==> src/rtl/regfile_write_arbiter_if.sv <==
// Bundle of signals between the register-file write arbiter and its neighbours:
// WB and LLU write requests, LLU issue tracking, and the shared write port.
interface regfile_write_arbiter_if #(
  parameter int FIFO_DEPTH = 2
);
  localparam int CNT_W = $clog2(FIFO_DEPTH + 1);

  logic             wb_valid;
  logic [4:0]       wb_reg;
  logic [31:0]      wb_data;
  logic             llu_valid;
  logic             llu_ready;
  logic [4:0]       llu_reg;
  logic [31:0]      llu_data;
  logic             issue_valid;
  logic [4:0]       issue_reg;
  logic             rf_we;
  logic [4:0]       rf_waddr;
  logic [31:0]      rf_wdata;
  logic             pipe_stall;
  logic [31:0]      pending_mask;
  logic [CNT_W-1:0] fifo_count;

  modport master (
    output wb_valid, wb_reg, wb_data, llu_valid, llu_reg, llu_data,
           issue_valid, issue_reg,
    input  llu_ready, rf_we, rf_waddr, rf_wdata, pipe_stall, pending_mask,
           fifo_count
  );

  modport slave (
    input  wb_valid, wb_reg, wb_data, llu_valid, llu_reg, llu_data,
           issue_valid, issue_reg,
    output llu_ready, rf_we, rf_waddr, rf_wdata, pipe_stall, pending_mask,
           fifo_count
  );
endinterface

==> src/rtl/regfile_write_arbiter.sv <==
// Arbitrates the single register-file write port between WB and a buffered
// LLU result queue, with a starvation guard and LLU in-flight register tracking.
module regfile_write_arbiter #(
  parameter int FIFO_DEPTH   = 2,
  parameter int STARVE_LIMIT = 4,
  parameter bit ZERO_PROTECT = 1'b1
) (
  input logic                    clk,
  input logic                    reset,
  regfile_write_arbiter_if.slave bus
);
  localparam int CNT_W = $clog2(FIFO_DEPTH + 1);
  localparam int PTR_W = (FIFO_DEPTH > 1) ? $clog2(FIFO_DEPTH) : 1;
  localparam int STV_W = (STARVE_LIMIT > 0) ? $clog2(STARVE_LIMIT + 1) : 1;
  localparam logic [CNT_W-1:0] DEPTH_C  = CNT_W'(FIFO_DEPTH);
  localparam logic [PTR_W-1:0] LAST_PTR = PTR_W'(FIFO_DEPTH - 1);
  localparam logic [STV_W-1:0] LIMIT_C  = STV_W'(STARVE_LIMIT);

  typedef struct packed {
    logic [4:0]  rd;
    logic [31:0] data;
  } entry_t;

  entry_t           fifo_q [FIFO_DEPTH];
  logic [PTR_W-1:0] rd_ptr_q, rd_ptr_d, wr_ptr_q, wr_ptr_d;
  logic [CNT_W-1:0] count_q, count_d;
  logic [STV_W-1:0] starve_q, starve_d;
  logic [31:0]      pending_q, pending_d;
  logic             rf_we_q, rf_we_d;
  logic [4:0]       rf_waddr_q, rf_waddr_d;
  logic [31:0]      rf_wdata_q, rf_wdata_d;

  logic   fifo_nonempty, starve, grant_fifo, grant_wb, push;
  entry_t head, grant_entry;

  function automatic logic [PTR_W-1:0] ptr_inc(input logic [PTR_W-1:0] p);
    return (p == LAST_PTR) ? '0 : p + PTR_W'(1);
  endfunction

  // Grant and stall are derived from registered state; only the NORMAL-mode
  // choice between WB and FIFO looks at wb_valid.
  assign head          = fifo_q[rd_ptr_q];
  assign fifo_nonempty = (count_q != '0);
  assign starve        = fifo_nonempty && (starve_q == LIMIT_C);
  assign grant_fifo    = starve || (!bus.wb_valid && fifo_nonempty);
  assign grant_wb      = !starve && bus.wb_valid;
  // A pop in the same cycle does not free a slot for a push.
  assign bus.llu_ready = !reset && (count_q < DEPTH_C);
  assign push          = bus.llu_valid && bus.llu_ready;
  assign grant_entry   = grant_fifo ? head : '{rd: bus.wb_reg, data: bus.wb_data};

  always_comb begin
    // NOTE: every signal gets a default first so no path leaves it unassigned,
    // which would otherwise infer a latch.
    rf_we_d    = 1'b0;
    rf_waddr_d = rf_waddr_q;
    rf_wdata_d = rf_wdata_q;
    pending_d  = pending_q;
    starve_d   = starve_q;

    if ((grant_fifo || grant_wb) && !(ZERO_PROTECT && grant_entry.rd == 5'd0)) begin
      rf_we_d    = 1'b1;
      rf_waddr_d = grant_entry.rd;
      rf_wdata_d = grant_entry.data;
    end

    // Clear before set so a same-cycle re-issue of the popped register wins.
    if (grant_fifo) pending_d[head.rd] = 1'b0;
    if (bus.issue_valid && bus.issue_reg != 5'd0) pending_d[bus.issue_reg] = 1'b1;

    if (!fifo_nonempty || grant_fifo) starve_d = '0;
    else if (starve_q != LIMIT_C)     starve_d = starve_q + STV_W'(1);

    count_d  = count_q + CNT_W'(push) - CNT_W'(grant_fifo);
    rd_ptr_d = grant_fifo ? ptr_inc(rd_ptr_q) : rd_ptr_q;
    wr_ptr_d = push ? ptr_inc(wr_ptr_q) : wr_ptr_q;
  end

  // NOTE: sequential state uses non-blocking assignments so every register
  // samples the pre-edge values regardless of statement order.
  always_ff @(posedge clk) begin
    if (reset) begin
      rd_ptr_q   <= '0;
      wr_ptr_q   <= '0;
      count_q    <= '0;
      starve_q   <= '0;
      pending_q  <= '0;
      rf_we_q    <= 1'b0;
      rf_waddr_q <= '0;
      rf_wdata_q <= '0;
    end else begin
      rd_ptr_q   <= rd_ptr_d;
      wr_ptr_q   <= wr_ptr_d;
      count_q    <= count_d;
      starve_q   <= starve_d;
      pending_q  <= pending_d;
      rf_we_q    <= rf_we_d;
      rf_waddr_q <= rf_waddr_d;
      rf_wdata_q <= rf_wdata_d;
    end
  end

  // NOTE: queue storage has no reset; an entry is only read once count_q
  // says it was written, so stale contents are never observable.
  always_ff @(posedge clk) begin
    if (push) fifo_q[wr_ptr_q] <= '{rd: bus.llu_reg, data: bus.llu_data};
  end

  assign bus.rf_we        = rf_we_q;
  assign bus.rf_waddr     = rf_waddr_q;
  assign bus.rf_wdata     = rf_wdata_q;
  assign bus.pipe_stall   = starve;
  assign bus.pending_mask = pending_q;
  assign bus.fifo_count   = count_q;
endmodule
==> src/flat_wrapper.sv <==
// flat-port wrapper written by rule: the top's interface ports become plain ports
module regfile_write_arbiter_flat 
#(
  parameter int FIFO_DEPTH   = 2,
  parameter int STARVE_LIMIT = 4,
  parameter bit ZERO_PROTECT = 1'b1
)
  (clk, reset, bus_wb_valid, bus_wb_reg, bus_wb_data, bus_llu_valid, bus_llu_reg, bus_llu_data, bus_issue_valid, bus_issue_reg, bus_llu_ready, bus_rf_we, bus_rf_waddr, bus_rf_wdata, bus_pipe_stall, bus_pending_mask, bus_fifo_count);
  regfile_write_arbiter_if #(.FIFO_DEPTH(FIFO_DEPTH)) bus_i ();
  input logic clk;
  input logic reset;
  input wire logic [$bits(bus_i.wb_valid)-1:0] bus_wb_valid;
  input wire logic [$bits(bus_i.wb_reg)-1:0] bus_wb_reg;
  input wire logic [$bits(bus_i.wb_data)-1:0] bus_wb_data;
  input wire logic [$bits(bus_i.llu_valid)-1:0] bus_llu_valid;
  input wire logic [$bits(bus_i.llu_reg)-1:0] bus_llu_reg;
  input wire logic [$bits(bus_i.llu_data)-1:0] bus_llu_data;
  input wire logic [$bits(bus_i.issue_valid)-1:0] bus_issue_valid;
  input wire logic [$bits(bus_i.issue_reg)-1:0] bus_issue_reg;
  output wire logic [$bits(bus_i.llu_ready)-1:0] bus_llu_ready;
  output wire logic [$bits(bus_i.rf_we)-1:0] bus_rf_we;
  output wire logic [$bits(bus_i.rf_waddr)-1:0] bus_rf_waddr;
  output wire logic [$bits(bus_i.rf_wdata)-1:0] bus_rf_wdata;
  output wire logic [$bits(bus_i.pipe_stall)-1:0] bus_pipe_stall;
  output wire logic [$bits(bus_i.pending_mask)-1:0] bus_pending_mask;
  output wire logic [$bits(bus_i.fifo_count)-1:0] bus_fifo_count;
  assign bus_i.wb_valid = bus_wb_valid;
  assign bus_i.wb_reg = bus_wb_reg;
  assign bus_i.wb_data = bus_wb_data;
  assign bus_i.llu_valid = bus_llu_valid;
  assign bus_i.llu_reg = bus_llu_reg;
  assign bus_i.llu_data = bus_llu_data;
  assign bus_i.issue_valid = bus_issue_valid;
  assign bus_i.issue_reg = bus_issue_reg;
  assign bus_llu_ready = bus_i.llu_ready;
  assign bus_rf_we = bus_i.rf_we;
  assign bus_rf_waddr = bus_i.rf_waddr;
  assign bus_rf_wdata = bus_i.rf_wdata;
  assign bus_pipe_stall = bus_i.pipe_stall;
  assign bus_pending_mask = bus_i.pending_mask;
  assign bus_fifo_count = bus_i.fifo_count;
  regfile_write_arbiter #(.FIFO_DEPTH(FIFO_DEPTH), .STARVE_LIMIT(STARVE_LIMIT), .ZERO_PROTECT(ZERO_PROTECT)) u_core (.clk(clk), .reset(reset), .bus(bus_i));
endmodule
==> config.mk <==
export PLATFORM = sky130hd
export DESIGN_NAME = regfile_write_arbiter_flat
export DESIGN_NICKNAME = d
export VERILOG_FILES = /design/src/rtl/regfile_write_arbiter_if.sv /design/src/rtl/regfile_write_arbiter.sv /design/src/flat_wrapper.sv
export SDC_FILE = /design/constraint.sdc
export NUM_CORES = 1
export LEC_CHECK = 0
export BUFFER_PORTS_ARGS = -buffer_cell sky130_fd_sc_hd__buf_2
export CAP_MARGIN = 20
export CORE_MARGIN = 2
export CORE_UTILIZATION = 55
export CTS_BUF_LIST = sky130_fd_sc_hd__clkbuf_8
export CTS_CLUSTER_SIZE = 10
export DETAILED_ROUTE_END_ITERATION = 8
export PLACE_DENSITY = 0.82
export SYNTH_ARGS = -nofsm -noshare
export SYNTH_HDL_FRONTEND = slang
export SYNTH_SLANG_ARGS = --single-unit
==> constraint.sdc <==
create_clock -name clk -period 3.1 [get_ports clk]
set_clock_uncertainty 0.2 [all_clocks]
set_input_delay 0 -clock clk [delete_from_list [all_inputs] [get_ports clk]]
set_output_delay 0 -clock clk [all_outputs]
set_load 0.05 [all_outputs]
* Yosys cells after proc, flatten, opt, wreduce, memory -nomap -nowiden
Memory sizes are Yosys's and may differ from the RTL's. A register that Yosys moved wholly into a read port is not among the register bits.
Index checks and enable logic that the tools add are counted.
** Operators by class
- $add $sub $neg :: 5
- $lt $le $gt $ge :: 5
- Equality and inequality tests :: 2
- Multiplexer cells :: 14
- Bitwise gates (word level) :: 3
- Reduce and logical (&&, ||, !) cells :: 21
** Operators with widths (count)
- $mux 32 :: 2
- $mux 37 :: 1
- $and 32x32->32 :: 1
- $not 32->32 :: 1
- $or 32x32->32 :: 1
- $lt 5x6->1 const B :: 2
- $demux 1 s5 :: 2
- $ge 5x1->1 const B :: 2
- $logic_and 1x1->1 :: 9
- $mux 1 :: 9
- $logic_not 1->1 :: 5
- $logic_not 5->1 :: 1
- $reduce_bool 5->1 :: 1
- $add 3x1->3 const B :: 1
- $eq 3x3->1 const B :: 1
- $logic_or 1x1->1 :: 3
- $ne 3x3->1 const B :: 1
- $add 1x1->1 const B :: 2
- $add 2x1->2 :: 1
- $lt 2x2->1 const B :: 1
- $reduce_bool 2->1 :: 1
- $reduce_or 2->1 :: 1
- $sub 2x1->2 :: 1
** Storage, ports and cells
- Register bits :: 77
- Memory bits (writable) :: 74
- Input port bits :: 84
- Output and inout bits :: 74
- Logic and storage cells :: 59
- Memories :: 1
** Memories
- u_core.fifo_q :: depth 2, width 37, read ports 1, clocked after memory_dff 1, wr ports 1, line regfile_write_arbiter.sv:24 : entry_t fifo_q [FIFO_DEPTH];

* Longest topological paths before layout
- Word-level depth :: 9
- Depth in mapped cells :: 12
- Depth with buffers taken out :: 10

* Worst setup path after synthesis
No wires, ideal clock.
- Path type :: register -> register
- From :: register u_core.count_q[1] (netlist: u_core.bus.fifo_count[1])
- To :: memory u_core.fifo_q[0][0] in the netlist's numbering (enable)
- Library setup time :: 0.431 ns
- Arrival :: 3.150 ns
- Data required time :: 2.469 ns
- Setup slack :: -0.681 ns
- Stages on the path, launching flop included :: 4
- Path buffers :: 0
- Clock period less this slack :: 3.781 ns
- Cell sequence :: dfxtp_1 -> nor2_1 -> nand2_1 -> nor2_1
** Between the ends
- Word-level cells in the longest chain between the ends :: 5
** Ends and longest elaborated chain
- start: declaration :: line regfile_write_arbiter.sv:26 : logic [CNT_W-1:0] count_q, count_d;
- start signal: assignment :: line regfile_write_arbiter.sv:94 : count_q <= count_d;
- $lt 2x2->1 :: line regfile_write_arbiter.sv:48 : assign bus.llu_ready = !reset && (count_q < DEPTH_C);
- $logic_and 1x1->1 :: line regfile_write_arbiter.sv:48
- via bus_llu_ready :: line flat_wrapper.sv:20 : output wire logic [$bits(bus_i.llu_ready)-1:0] bus_llu_ready;
- $logic_and 1x1->1 :: line regfile_write_arbiter.sv:49 : assign push = bus.llu_valid && bus.llu_ready;
- $mux 1 :: line regfile_write_arbiter.sv:106 : if (push) fifo_q[wr_ptr_q] <= '{rd: bus.llu_reg, data: bus.llu_data};
- $mux 1 (implied by the code) :: line regfile_write_arbiter.sv:106
- end: declaration :: line regfile_write_arbiter.sv:24
The timed path passes the listed nets, and every way through them passes these cells.

* Worst setup path in the final report
- From :: register u_core.starve_q[0]
- To :: register u_core.pending_q[16] (netlist: u_core.bus.pending_mask[16])
** Between the ends
- Word-level cells in the longest chain between the ends :: 6
** Ends and longest elaborated chain
- start: declaration :: line regfile_write_arbiter.sv:27 : logic [STV_W-1:0] starve_q, starve_d;
- start signal: assignment :: line regfile_write_arbiter.sv:95 : starve_q <= starve_d;
- $eq 3x3->1 (*) :: line regfile_write_arbiter.sv:44 : assign starve = fifo_nonempty && (starve_q == LIMIT_C);
- $logic_and 1x1->1 (*) :: line regfile_write_arbiter.sv:44
- $logic_or 1x1->1 (*) :: line regfile_write_arbiter.sv:45 : assign grant_fifo = starve || (!bus.wb_valid && fifo_nonempty);
- $mux 32 (*) :: line regfile_write_arbiter.sv:68 : if (grant_fifo) pending_d[head.rd] = 1'b0;
- $or 32x32->32 (no line)
- $mux 32 (*) :: line regfile_write_arbiter.sv:69 : if (bus.issue_valid && bus.issue_reg != 5'd0) pending_d[bus.issue_reg] = 1'b1;
- end signal: assignment :: line regfile_write_arbiter.sv:96 : pending_q <= pending_d;
- end: declaration :: line regfile_write_arbiter.sv:28 : logic [31:0] pending_q, pending_d;
Every way passes the cells marked *; elsewhere a longest branch is shown, timed or not.
A chain may end at the register's enable or synchronous reset.

==> key figures <==
Synthesis
  • Area leader, netlist: edfxtp_1
  • Synth Area in Compound Gates: between 10% and 20%
  • Cell variety after synth: between 40 and 50
  • Top-area cell type share of the netlist area: 35.1%
  • Synth Flop Type: dfxtp_1
  • YS warnings: 0
  • Mux cell area share after synthesis: under 10%
  • Asr flop ratio synth: 0%
  • Synthesized area: approximately 6300 um^2
  • Synthesized flop and latch total: 152
  • Post-synthesis cell count: 561
  • Top cells by area, synth: edfxtp_1, dfxtp_1, a2111o_1
  • Simple logic cell fraction of the synthesized area: 9.93%
  • Mean area per synthesized cell: 11.3 um^2
  • Dominant combinational cell family by area after synthesis: compound AO/OA/AOI/OAI gates
  • Post-synthesis xor/xnor area fraction: less than 1%
  • Syn Nets: 649
  • Post-synth EDFFs: 74
  • Sequential-to-total area share from yosys stat: 59.8%
  • Post-synthesis adder-cell area fraction: 0.791%

GRT
  • Largest net degree at the start of global routing: 79
  • Vias in the first global route: 5,678
  • GRT Total Usage: 27.4%
  • Antenna violations before repair: 0
  • Global-route wire length before repair: between 20,000 and 30,000 um
  • Gr ovfl total: 0

Timing
  • Setup ws final: 0.154 ns
  • Worst slew pin tran: 0.969 ns
  • Unrepaired setup endpoints after global routing: false
  • Hold Violations, Final: 0
  • Crit share post-route: 95.0%
  • Fin Setup TNS: 0 ns
  • Setup Viol. Count Final: 0
  • Fin crit period: 2.95 ns
  • Max Slew Vio Count: 0
  • Fmax: 0.339 GHz
  • Max-Slew Margin vs Limit: 34.8%
  • Hold WS: 0.0699 ns

Placed design
  • Placed cell area: 7180 um^2
  • Detail Placement HPWL: 10,100 um
  • Place WS: 0.548 ns
  • RePlAce Congestion: 0.838
  • IO buf count: ~160

Pwr
  • Cell Pwr Density: 683 nW/um^2
  • Peak supply drop: around 0.00056 V
  • Leakage: 0.00340 uW

Hold path
  • Hold Path Depth: 2
  • Hold Path Class: in -> reg

Worst setup path
  • Crit-path max FO: 27
  • CP arrival: 3.09 ns
  • Reg2Reg Depth: 9
  • Worst EP required: 3.25 ns
  • Crit end category: flop
  • Worst setup SP type: flop
  • Crit path kind: reg -> reg

Outcome
  • Status: finished, final reports clean

Final layout
  • Filler cells: 729
  • Commonest non-fill, non-tap cell in the layout: buf_2
  • Commonest non-fill, non-tap cells in the layout: buf_2, dlygate4sd3_1, dfxtp_1
  • Final Cell Area: 8540 um^2
  • Area of the multi-input gates: roughly 2300 um^2
  • Share of cells above drive strength 1: 26.3%
  • Diode count: 0
  • Fin nets: just under 900
  • Area delta synth->final: 34.9%
  • Register Area: ~3800 um^2

Route
  • DRT iter0 DRCs: 500
  • Vias per Instance: 5.71
  • First-pass iteration count of the detailed router: 8
  • DR DRC count: 0
  • DR WL/cell: between 15 and 20 um
  • Via Count: between 5,000 and 6,000
  • Final wirelength: 17,000 um
  • Post-DRT Antenna Nets: 0

Die
  • Die H: 111 um
  • DIE WIDTH: between 100 and 150 um
  • Core box area: approximately 11,000 um^2
  • Die area: between 10,000 and 15,000 um^2
  • Starting Density: 55.9%
  • Row count: 39
  • Ports: 158

Run
  • Max_cap viols: 0

CTS
  • CTS max path bufs: 2
  • Inserted Clock Buffers: 17
  • Root buf cell: clkbuf_8
  • Register clock-pin slew on the reported worst setup and hold paths: roughly 0.080 ns
  • Clock Sinks: 152
  • Worst-Skew Late Latency: 0.45 ns
  • CTS tree: done
  • H-tree depth: 4
metal layers:
metal	global-route usage, %	up-vias	share of wire [%]
met1	31.5	2607	39
met4	13.5	0	3.0
met2	47.2	261	50
met3	7.38	48	7.3
li1	-	2561	-
met5	0	-	0
cell type report:
cell class                 instances  area share [%]
multi-input combinational        358            27.0
clock buffer                      18            2.90
clock inverter                    14            1.83
timing repair buffer             261            21.2
tap                              143            2.10
sequential                       152            44.3
inverter                          13           0.572
through the flow:
step | utilization, % | power [uW] | std cells
floorplan | - | 3770 | 561
global placement | 63.4 | 4100 | 833
detailed placement | 63.4 | 4170 | 833
CTS | 75.2 | 5800 | 958
global route | 75.4 | 6070 | 959
finish | 75.4 | 5830 | 959
cells in the mapped netlist, types with 2 or more instances:
cell / n
nand2_1: 45
nor2b_1: 12
dfxtp_1: 78
o32ai_1: 7
xor2_1: 2
and3_1: 2
a2111o_1: 32
o22ai_1: 2
buf_2: 10
o21ai_0: 65
o211ai_1: 2
nand2b_1: 7
a21oi_2: 2
xnor2_1: 2
nor2_1: 46
buf_4: 3
a21oi_1: 54
buf_6: 4
nor2_4: 3
edfxtp_1: 74
nand3b_1: 2
nor3_1: 5
clkbuf_1: 18
mux2i_1: 33
nor3b_1: 3
buf_1: 2
o21ai_1: 9
o31ai_1: 3
inv_1: 13
ha_1: 4
o21bai_1: 2
power breakdown:
group / leakage (uW) / internal (uW) / total (uW) / switching (uW)
Combinational: 0.00189 / 630 / 1840 / 1210
Clock: 0.000194 / 805 / 1540 / 738
Sequential: 0.00132 / 2320 / 2440 / 121
Total: 0.00340 / 3760 / 5830 / 2070
cell families (layout without fill, tap and decap cells):
| logic type | Yosys count | after routing |
|---|---|---|
| muxes | 34 | 34 |
| buffers and inverters | 52 | 306 |
| DFF | 152 | 152 |
| and+or+nand+nor | 132 | 133 |
| AOI/OAI and AO/OA | 183 | 183 |
| adders and majority gates | 4 | 4 |
| xor gates and xnor gates | 4 | 4 |
repair_timing:
item,4_1_cts,5_1_grt
hold buffers,93,0
setup endpoints to repair,0,2
hold endpoints to repair,157,0
buffers inserted,0,0
gates resized for setup,0,2
state kept, by name (all words and copies together), names as in the netlist, named ones only:
| name | flops |
|---|---|
| u_core.fifo_q | 74 |
| u_core.bus.pending_mask | 32 |
| u_core.bus.rf_wdata | 32 |
| u_core.bus.rf_waddr | 5 |
| u_core.starve_q | 3 |
| u_core.bus.fifo_count | 2 |
| u_core.bus.rf_we | 1 |
| u_core.rd_ptr_q | 1 |
| u_core.wr_ptr_q | 1 |
final timing paths:
| kind | slack [ns] | to | from |
|---|---|---|---|
| max | 0.15 | u_core.bus.pending_mask[16]$_SDFF_PP0_ | u_core.starve_q[0]$_SDFFE_PP0P_ |
| min | 0.07 | u_core.fifo_q[0][23]$_DFFE_PP_ | bus_llu_data[23] |
| min reg2reg | 0.28 | u_core.bus.pending_mask[0]$_SDFF_PP0_ | u_core.bus.pending_mask[0]$_SDFF_PP0_ |
| max reg2reg | 0.15 | u_core.bus.pending_mask[16]$_SDFF_PP0_ | u_core.starve_q[0]$_SDFFE_PP0P_ |
critical path, stage by stage (launching register included):
cell           delay, ns
dfxtp_1             0.32
inv_1               0.06
ha_1                0.23
a21boi_4            0.10
nor2_4              0.15
buf_4               0.32
o21ai_0             0.43
o21ai_0             0.34
o31ai_1             0.12
dlygate4sd3_1       0.56
Note: power is estimated with default switching activity, not from simulation.
